==> src/rtl/clk_ratio_meter.sv <==
// clk_ratio_meter: measures the period and high time of sig_in in clk cycles.
// The asynchronous input is synchronised and edge-detected. A four-state FSM
// then runs either a single-shot or a continuous measurement. All counters
// saturate at 2^CNT_W-1, and a saturated measurement is reported as a timeout.
module clk_ratio_meter #(
  parameter int CNT_W       = 16,
  parameter int SYNC_STAGES = 2
) (
  input  logic             clk,
  input  logic             rst,
  input  logic             sig_in,
  input  logic             start,
  input  logic             cont,
  output logic             busy,
  output logic             valid,
  output logic [CNT_W-1:0] period,
  output logic [CNT_W-1:0] high_time,
  output logic             timeout
);

  typedef enum logic [1:0] {IDLE, ARM, MEAS, DONE} state_t;

  localparam logic [CNT_W-1:0] MAX = '1;
  localparam logic [CNT_W-1:0] ONE = CNT_W'(1);

  state_t           state_q,   state_d;
  logic             cont_q,    cont_d;
  logic [CNT_W-1:0] wait_q,    wait_d;
  logic [CNT_W-1:0] cnt_q,     cnt_d;
  logic [CNT_W-1:0] hcnt_q,    hcnt_d;
  logic [CNT_W-1:0] period_q,  period_d;
  logic [CNT_W-1:0] high_q,    high_d;
  logic             timeout_q, timeout_d;
  logic             valid_q,   valid_d;
  logic             s_d_q;

  logic [SYNC_STAGES-1:0] sync_q;
  logic                   s;
  logic                   rise;
  logic [CNT_W-1:0]       hcnt_inc;

  // Synchroniser chain for the asynchronous input.
  // NOTE: these flops carry no reset. They flush themselves within SYNC_STAGES
  // cycles, and the edge detector below is reset so no false rise escapes.
  always_ff @(posedge clk) begin
    sync_q <= {sync_q[SYNC_STAGES-2:0], sig_in};
  end

  assign s        = sync_q[SYNC_STAGES-1];
  assign rise     = s & ~s_d_q;
  assign hcnt_inc = (hcnt_q == MAX) ? MAX : hcnt_q + CNT_W'(s);

  // State and result registers, with synchronous reset taking priority.
  // NOTE: sequential state uses non-blocking assignments only, so every
  // register samples the values from before the edge.
  always_ff @(posedge clk) begin
    if (rst) begin
      state_q   <= IDLE;
      cont_q    <= 1'b0;
      wait_q    <= '0;
      cnt_q     <= '0;
      hcnt_q    <= '0;
      period_q  <= '0;
      high_q    <= '0;
      timeout_q <= 1'b0;
      valid_q   <= 1'b0;
      s_d_q     <= 1'b0;
    end else begin
      state_q   <= state_d;
      cont_q    <= cont_d;
      wait_q    <= wait_d;
      cnt_q     <= cnt_d;
      hcnt_q    <= hcnt_d;
      period_q  <= period_d;
      high_q    <= high_d;
      timeout_q <= timeout_d;
      valid_q   <= valid_d;
      s_d_q     <= s;
    end
  end

  // Next-state logic covering arming, counting, result capture and saturation.
  // NOTE: every signal gets a default hold value first, so no branch can leave
  // one unassigned and infer a latch.
  always_comb begin
    state_d   = state_q;
    cont_d    = cont_q;
    wait_d    = wait_q;
    cnt_d     = cnt_q;
    hcnt_d    = hcnt_q;
    period_d  = period_q;
    high_d    = high_q;
    timeout_d = timeout_q;
    valid_d   = 1'b0;

    unique case (state_q)
      IDLE: begin
        if (start) begin
          cont_d  = cont;
          wait_d  = '0;
          state_d = ARM;
        end
      end

      ARM: begin
        if (rise) begin
          cnt_d   = ONE;
          hcnt_d  = ONE;
          state_d = MEAS;
        end else begin
          wait_d = wait_q + ONE;
          // wait_cnt reaches its ceiling in this cycle: give up, even in continuous mode.
          if (wait_q == MAX - ONE) begin
            period_d  = MAX;
            high_d    = '0;
            timeout_d = 1'b1;
            valid_d   = 1'b1;
            state_d   = IDLE;
          end
        end
      end

      MEAS: begin
        if (rise) begin
          period_d  = cnt_q;
          high_d    = hcnt_q;
          timeout_d = 1'b0;
          valid_d   = 1'b1;
          // The closing edge opens the next period in continuous mode.
          cnt_d     = ONE;
          hcnt_d    = ONE;
          state_d   = DONE;
        end else if (cnt_q == MAX) begin
          period_d  = MAX;
          high_d    = hcnt_q;
          timeout_d = 1'b1;
          valid_d   = 1'b1;
          state_d   = IDLE;
        end else begin
          cnt_d  = cnt_q + ONE;
          hcnt_d = hcnt_inc;
        end
      end

      DONE: begin
        // Keep counting so continuous mode loses no cycle of the next period.
        cnt_d   = cnt_q + ONE;
        hcnt_d  = hcnt_inc;
        state_d = cont_q ? MEAS : IDLE;
      end

      default: state_d = IDLE;
    endcase
  end

  assign busy      = (state_q != IDLE);
  assign valid     = valid_q;
  assign period    = period_q;
  assign high_time = high_q;
  assign timeout   = timeout_q;

endmodule

==> config.mk <==
export PLATFORM = sky130hd
export DESIGN_NAME = clk_ratio_meter
export DESIGN_NICKNAME = d
export VERILOG_FILES = /design/src/rtl/clk_ratio_meter.sv
export SDC_FILE = /design/constraint.sdc
export NUM_CORES = 1
export LEC_CHECK = 0
export ABC_AREA = 1
export ABC_CLOCK_PERIOD_IN_PS = 1950
export BUFFER_PORTS_ARGS = -buffer_cell sky130_fd_sc_hd__buf_2
export CORE_MARGIN = 3
export CORE_UTILIZATION = 60
export DETAILED_ROUTE_END_ITERATION = 6
export GPL_TIMING_DRIVEN = 0
export PLACE_DENSITY = 0.8
export SETUP_SLACK_MARGIN = 0.4
export SKIP_CTS_REPAIR_TIMING = 1
export SKIP_LAST_GASP = 1
export SLEW_MARGIN = 10
export SYNTH_ARGS = -nofsm -noshare
export SYNTH_HDL_FRONTEND = slang
export SYNTH_SLANG_ARGS = --single-unit
==> constraint.sdc <==
create_clock -name clk -period 1.95 [get_ports clk]
set_input_delay 0.195 -clock clk [delete_from_list [all_inputs] [get_ports clk]]
set_output_delay 0.195 -clock clk [all_outputs]
set_load 0.1 [all_outputs]
==> summary.txt, run 1 <==
Outcome
  • Status: finished, violations left
  • Failing checks: design-rule violations

Die
  • Die Wd: 94.7 µm
  • Initial Util: 63.4%
  • Core outline area: 7450 µm²
  • Die area: 8970 µm²
  • Io pins: 40
  • Die Y: 94.7 µm
  • Row count: 31

Clock tree
  • Clock Latency Late Sink: 0.37 ns
  • CTS Buf Count: 9
  • TritonCTS Sinks: 88
  • CTS tree: built
  • Clock root buffer: clkbuf_8
  • Max Root-Sink Buffers: 2
  • Reg clk slew, reported paths: 0.09 ns
  • H-tree levels: 3

STA
  • Worst slew pin tran: 0.611 ns
  • Setup TNS: 0 ns
  • Fin. Hold Viols: 0
  • Period minus WS final: 1.75 ns
  • Tcrit/Tclk final: 89.5%
  • Slew Limit Fails: 0
  • Clk_skew: 0.0126 ns
  • RSZ-0062 raised after global routing: true
  • Fmax: 573 MHz
  • Min Hold Slack: 0.103 ns
  • Final setup fails: 0
  • Slew margin rel.: 59.2%

Flow run
  • Max-cap violations: 0

Critical path
  • Slowest stage delay, CP: 0.38 ns
  • Nature of the critical path endpoint: flip-flop
  • CP top delay family: simple AND/OR/NAND/NOR gates
  • Worst path slowest cell: dfxtp_4
  • FF-to-FF setup slack: 0.20 ns
  • CP most frequent cell: inv_4
  • Worst Path Arrival: 2.04 ns
  • Critical Path Source Type: flip-flop
  • Buf/Inv on CP: 4
  • CP required: 2.25 ns
  • Crit Path Class: reg -> reg
  • Critical path, cell by cell: inv_4 > ha_2 > inv_2 > nor2_4 > nand3_4 > nand2_8 > inv_4 > buf_4 > nand3_1 > nand2_1 > nor2_1
  • Crit-path max FO: 5

Detailed routing
  • Pre-antenna DRT Iters: 7
  • Initial DRC Count: 397
  • Vias: 5,157
  • ANT nets after route: 0
  • Routed vias/inst: 5.65
  • Routed WL: 13.5 mm
  • DRC: 4
  • Wirelength per Cell: 14.8 µm

Layout
  • Reg area: 1800 µm²
  • Antenna diodes: 0
  • Layout area overhead: 27.3%
  • Utilization after layout: 80.7%
  • Non-filler instance count after layout: 912
  • Share of cells above drive strength 1: 26.6%
  • Net count reported at finish: 823
  • Fillers: 515
  • Multi-input logic area: 2880 µm²

Yosys
  • Number of synthesized register bits: 88
  • Syn. warnings: 0
  • Syn Inst Count: 729
  • Syn Area/Cell: 6.47 µm²
  • Asr flop ratio synth: 0%
  • Ys flop type: dfxtp_1
  • Count of cell types in the netlist: 35
  • Mapped Nets: 744
  • Sequential area share after synthesis: 37.3%
  • Number of synthesized flops with an enable pin: 0
  • Synthesized cell area: 4720 µm²

Placed design
  • Dpl cells: 866
  • I/O Buffers: 38
  • GPL Wtd Cong: 0.907
  • Dpl hpwl: 8.41 mm

Power and ir drop
  • Design Power: 8.26 mW
  • PD cells: 1370 nW/µm²
  • VDD IR max: 0.000943 V
  • Pleak: 2.35 nW

Global routing
  • GRT Util Overall: 25.6%
  • Initial antenna violation count: 0
  • First-pass GRT wire length: 18.6 mm
  • Global route overflow: 0
  • Number of global-route vias before repair: 4,333
  • Largest net degree at the start of global routing: 16

Hold path
  • Worst hold path class: in -> reg
-- final cells by class --
class	instances	share of cell area, %
multi-input cells	534	48.0
clock inverters	5	0.687
inverters	81	5.50
well taps	99	2.06
clock buffers	11	2.35
repair buffers	68	7.66
plain buffers	26	3.77
flip-flops and latches	88	30.0
-- final timing paths --
check / start / to / cells past startpoint
max: state_q[0]$_SDFFE_PP0P_ / cnt_q[5]$_SDFFE_PP0P_ / 11
min: cont / cont_q$_SDFFE_PP0P_ / 3
max reg2reg: state_q[0]$_SDFFE_PP0P_ / cnt_q[5]$_SDFFE_PP0P_ / 11
min reg2reg: sync_q[0]$_DFF_P_ / sync_q[1]$_DFF_P_ / 0
-- metrics by stage --
step           cell area, µm²  setup WS, ns
6_report                 6010         0.204
2_1_floorplan            4790       0.00967
3_3_place_gp             5100        0.0697
3_5_place_dp             5100        0.0523
4_1_cts                  5280        0.0295
5_1_grt                  6010         0.151
-- power breakdown --
part | switching [mW] | leakage (nW) | total [mW] | internal, mW
clock | 0.696 | 0.0861 | 1.20 | 0.508
combinational | 3.37 | 1.54 | 4.72 | 1.35
sequential | 0.212 | 0.725 | 2.33 | 2.12
-- layout by cell type (no fill, tap or decap), drive strengths merged --
cell,netlist,final
a211oi,1,1
a21oi,61,61
and2,4,4
and3,1,1
buf,20,84
clkbuf,6,20
clkinv,0,2
clkinvlp,0,3
dfxtp,88,88
dlygate4sd3,0,1
ha,10,10
inv,81,81
nand2,203,203
nand3,61,61
nand4,19,19
nor2,120,120
nor3,11,11
nor3b,1,1
o211a,1,1
o211ai,1,1
o21ai,33,33
o21bai,2,2
or2,2,2
xnor2,2,2
xor2,1,1
-- cell families after synthesis --
logic type                 count (synthesis)  synth area share, %
AOI/OAI and AO/OA                         99                 11.9
buffers and inverters                    107                 9.31
DFF                                       88                 37.3
adders and majority gates                 10                 2.65
and+or+nand+nor                          422                 38.3
xor gates and xnor gates                   3                0.557
-- sequential cells by signal, indices dropped and copies added, names as in the netlist --
signal and count:
s_d_q 1, wait_q 16, hcnt_q 16, sync_q 2
period 16, state_q 2, valid 1, timeout 1
cont_q 1, cnt_q 16, high_time 16
-- worst register-to-register path: stages, from the launching register on --
cell	delay [ns]
dfxtp_4	0.38
inv_4	0.08
ha_2	0.18
inv_2	0.07
nor2_4	0.18
nand3_4	0.18
nand2_8	0.14
inv_4	0.05
buf_4	0.16
nand3_1	0.09
nand2_1	0.06
nor2_1	0.11
-- Yosys cell counts, types with 2 or more instances --
master | count | area [µm²]
nand2_1 | 198 | 743
nor2_1 | 111 | 417
dfxtp_1 | 88 | 1760
inv_1 | 74 | 278
nand3_1 | 59 | 295
a21oi_1 | 51 | 255
o21ai_0 | 31 | 155
nand4_1 | 19 | 119
buf_2 | 12 | 60.1
nor3_1 | 11 | 55.1
a21oi_2 | 10 | 87.6
ha_1 | 10 | 125
inv_2 | 7 | 26.3
clkbuf_1 | 6 | 22.5
nor2_2 | 6 | 37.5
buf_4 | 4 | 30.0
nand2_2 | 4 | 25.0
and2_1 | 3 | 18.8
buf_1 | 3 | 11.3
nor2_4 | 3 | 33.8
nand3_2 | 2 | 20.0
o21bai_1 | 2 | 15.0
or2_2 | 2 | 12.5
xnor2_1 | 2 | 17.5
-- metal layers --
metal | GRT usage, % | vias to the layer above | routed length [µm]
li1 | - | 2493 | -
met1 | 30.5 | 2388 | 5380
met2 | 45.4 | 216 | 6890
met3 | 4.22 | 60 | 712
met4 | 10.8 | 0 | 494
met5 | 0 | - | 0
Power figures use the tool's default switching activity.
==> run 2, diff against run 1 <==
--- a/config.mk
+++ b/config.mk
@@ -12,7 +12,7 @@
 export CORE_UTILIZATION = 60
 export DETAILED_ROUTE_END_ITERATION = 6
 export GPL_TIMING_DRIVEN = 0
-export PLACE_DENSITY = 0.8
+export PLACE_DENSITY = 0.9
 export SETUP_SLACK_MARGIN = 0.4
 export SKIP_CTS_REPAIR_TIMING = 1
 export SKIP_LAST_GASP = 1
==> run 2 against run 1 <==
  * The run now ends clean
  * Via count is 1.4% higher
  * Maximum frequency is 0.61% higher
  * Critical path depth is 1 lower
  * Highest routed layer unchanged
==> summary.txt, run 2 (synthesized netlist as in run 1, its figures left out) <==
Outcome
  • Status: completed

Layout
  • Commonest non-fill, non-tap cell in the layout: nand2_1
  • Antenna diodes: 0 (unchanged)
  • Utilization after layout: 77.6% (-3.1 points)
  • Net count reported at finish: 816 (-0.85%)
  • Fillers: 516 (+0.19%)
  • Share of cells above drive strength 1: 22.7% (-3.9 points)
  • Non-filler instance count after layout: 905 (-0.77%)
  • Layout area overhead: 22.5%
  • Post-route cell area: 5780 µm² (-3.8%)
  • Most frequent cells in the layout: nand2_1, nor2_1, dfxtp_1, inv_1, nand3_1

Detailed routing
  • Vias: 5,229 (+1.4%)
  • Routed WL: 13.3 mm (-1.0%)
  • Wirelength per Cell: 14.7 µm (-0.28%)
  • Routed vias/inst: 5.78 (+2.2%)
  • Pre-antenna DRT Iters: 6 (-1)
  • DRC: 0 (-4)
  • Initial DRC Count: 456 (+15%)
  • ANT nets after route: 0 (unchanged)

Clock tree
  • CTS Buf Count: 9 (unchanged)
  • Max Root-Sink Buffers: 2 (unchanged)
  • CTS tree: built
  • Clock root buffer: clkbuf_8
  • Reg clk slew, reported paths: 0.09 ns (about the same)
  • TritonCTS Sinks: 88 (unchanged)
  • H-tree levels: 3 (unchanged)
  • Clock Latency Late Sink: 0.37 ns (about the same)

Power and ir drop
  • Design Power: 8.19 mW (-0.78%)
  • Clk pwr share: 17.8% (+3.2 points)
  • PD cells: 1420 nW/µm² (+3.1%)
  • VDD IR max: 0.000689 V (-27%)
  • Comb pwr share: 54.0% (-3.2 points)
  • Reg power frac: 28.2% (about the same)
  • Internal power: 4.02 mW (+1.1%)
  • Sw Ratio: 50.9% (-0.93 points)
  • Pleak: 2.29 nW (-2.6%)
  • Switch Pwr: 4.17 mW (-2.6%)

Global routing
  • GRT Util Overall: 27.0% (+1.4 points)
  • Routing usage on met1: 30.3% (-0.26 points)
  • Met2 Usage GRT: 48.3% (+2.9 points)
  • Grt peak-use layer: met2
  • Initial antenna violation count: 0 (unchanged)
  • Global route overflow: 0 (unchanged)
  • Largest net degree at the start of global routing: 16 (unchanged)
  • Number of global-route vias before repair: 4,694 (+8.3%)
  • GRT met3 Usage: 5.58% (+1.4 points)
  • First-pass GRT wire length: 19.7 mm (+5.8%)

STA
  • Period minus WS final: 1.74 ns (-0.0105 ns)
  • Min Hold Slack: 0.183 ns (+0.0803 ns)
  • Tcrit/Tclk final: 89.0% (-0.54 points)
  • Slew Limit Fails: 0 (unchanged)
  • Final setup fails: 0 (unchanged)
  • Slew margin rel.: 61.7% (+2.4 points)
  • RSZ-0062 raised after global routing: true
  • Setup TNS: 0 ns (unchanged)
  • Worst slew pin tran: 0.575 ns (-0.0362 ns)
  • Setup ws final: 0.214 ns (+0.0105 ns)
  • Fin. Hold Viols: 0 (unchanged)
  • Fmax: 576 MHz (+0.61%)
  • Clk_skew: 0.0106 ns (-0.00198 ns)

Critical path
  • R2R cell count: 10 (-1)
  • CP required: 2.24 ns (about the same)
  • Critical Path Source Type: flip-flop
  • Crit-path max FO: 8 (+3)
  • Worst Path Arrival: 2.03 ns (about the same)
  • Worst reg2reg startpoint: state_q[1]$_SDFFE_PP0P_
  • Worst r2r dst: period[1]$_SDFFE_PP0P_
  • Crit Path Class: reg -> reg
  • FF-to-FF setup slack: 0.21 ns (about the same)
  • Nature of the critical path endpoint: flip-flop

Hold path
  • Hold path start: cont
  • Worst Hold End: cont_q$_SDFFE_PP0P_
  • Hold Crit Depth: 3 (unchanged)
  • Worst hold path class: in -> reg

Placed design
  • Worst Setup Slack post-DPL: 0.0467 ns (-0.00558 ns)
  • Placed Area: 5100 µm² (unchanged)
  • GPL Wtd Cong: 0.943 (+3.9%)
  • Dpl cells: 866 (unchanged)
  • Dpl hpwl: 8.37 mm (-0.47%)
  • I/O Buffers: 38 (unchanged)

Flow run
  • Max-cap violations: 0 (unchanged)

Die
  • Die Wd: 94.7 µm (unchanged)
  • Io pins: 40 (unchanged)
  • Core outline area: 7450 µm² (unchanged)
  • Die Y: 94.7 µm (unchanged)
  • Row count: 31 (unchanged)
  • Die area: 8970 µm² (unchanged)
  • Initial Util: 63.4% (unchanged)
-- run 2: cell types whose count changed in the layout (fill, tap and decap cells not counted), moves of 4 or more --
cell | before | now
nand3_2 | 15 | 3
dfxtp_1 | 68 | 74
dfxtp_4 | 6 | 2
nand3_1 | 42 | 54
buf_6 | 10 | 5
-- run 2: area by class of cell --
cell class | instances | area, µm² | area share (%)
plain buffers | 26 | 190 | 3.29
clock buffers | 10 | 138 | 2.38
clock inverters | 6 | 90.1 | 1.56
inverters | 81 | 328 | 5.67
multi-input cells | 534 | 2760 | 47.8
flip-flops and latches | 88 | 1780 | 30.9
well taps | 99 | 124 | 2.14
repair buffers | 61 | 363 | 6.28
-- run 2: how the worst max path moves through the flow --
stage                                       start                       to  slack, ns  cells past startpoint
final                     state_q[1]$_SDFFE_PP0P_   period[1]$_SDFFE_PP0P_       0.21                     10
after global routing       wait_q[8]$_SDFFE_PP0P_   period[1]$_SDFFE_PP0P_       0.07                      9
after CTS                 state_q[1]$_SDFFE_PP0P_   wait_q[9]$_SDFFE_PP0P_       0.03                      9
after detailed placement  state_q[1]$_SDFFE_PP0P_   wait_q[9]$_SDFFE_PP0P_       0.05                      9
after global placement    state_q[1]$_SDFFE_PP0P_   wait_q[9]$_SDFFE_PP0P_       0.07                      9
after floorplan           state_q[1]$_SDFFE_PP0P_  wait_q[10]$_SDFFE_PP0P_       0.01                     11
-- run 2: worst max-delay path, cell delays in order, from the launching register on --
cell and delay (ns):
dfxtp_4 0.37, inv_6 0.08, ha_4 0.13, buf_8 0.13, inv_8 0.05, nor2_1 0.17
nand2_2 0.11, o21ai_4 0.15, nand2_4 0.14, buf_4 0.17, a21oi_1 0.16
-- run 2: metal layers --
metal / vias up / share of wire, % / routed length [µm]
met4: 0 / 4.5 / 605
met5: - / 0 / 0
met2: 290 / 50 / 6710
met1: 2383 / 38 / 5060
met3: 82 / 7.2 / 956
li1: 2474 / - / -
-- run 2: power groups by stage --
stage | Clock, mW | Combinational (mW) | Sequential, mW
finish | 1.46 | 4.43 | 2.31
global route | 1.53 | 4.66 | 2.34
CTS | 1.45 | 3.72 | 2.27
detailed placement | 0 | 3.71 | 2.31
global placement | 0 | 3.63 | 2.29
floorplan | 0 | 1.56 | 3.83
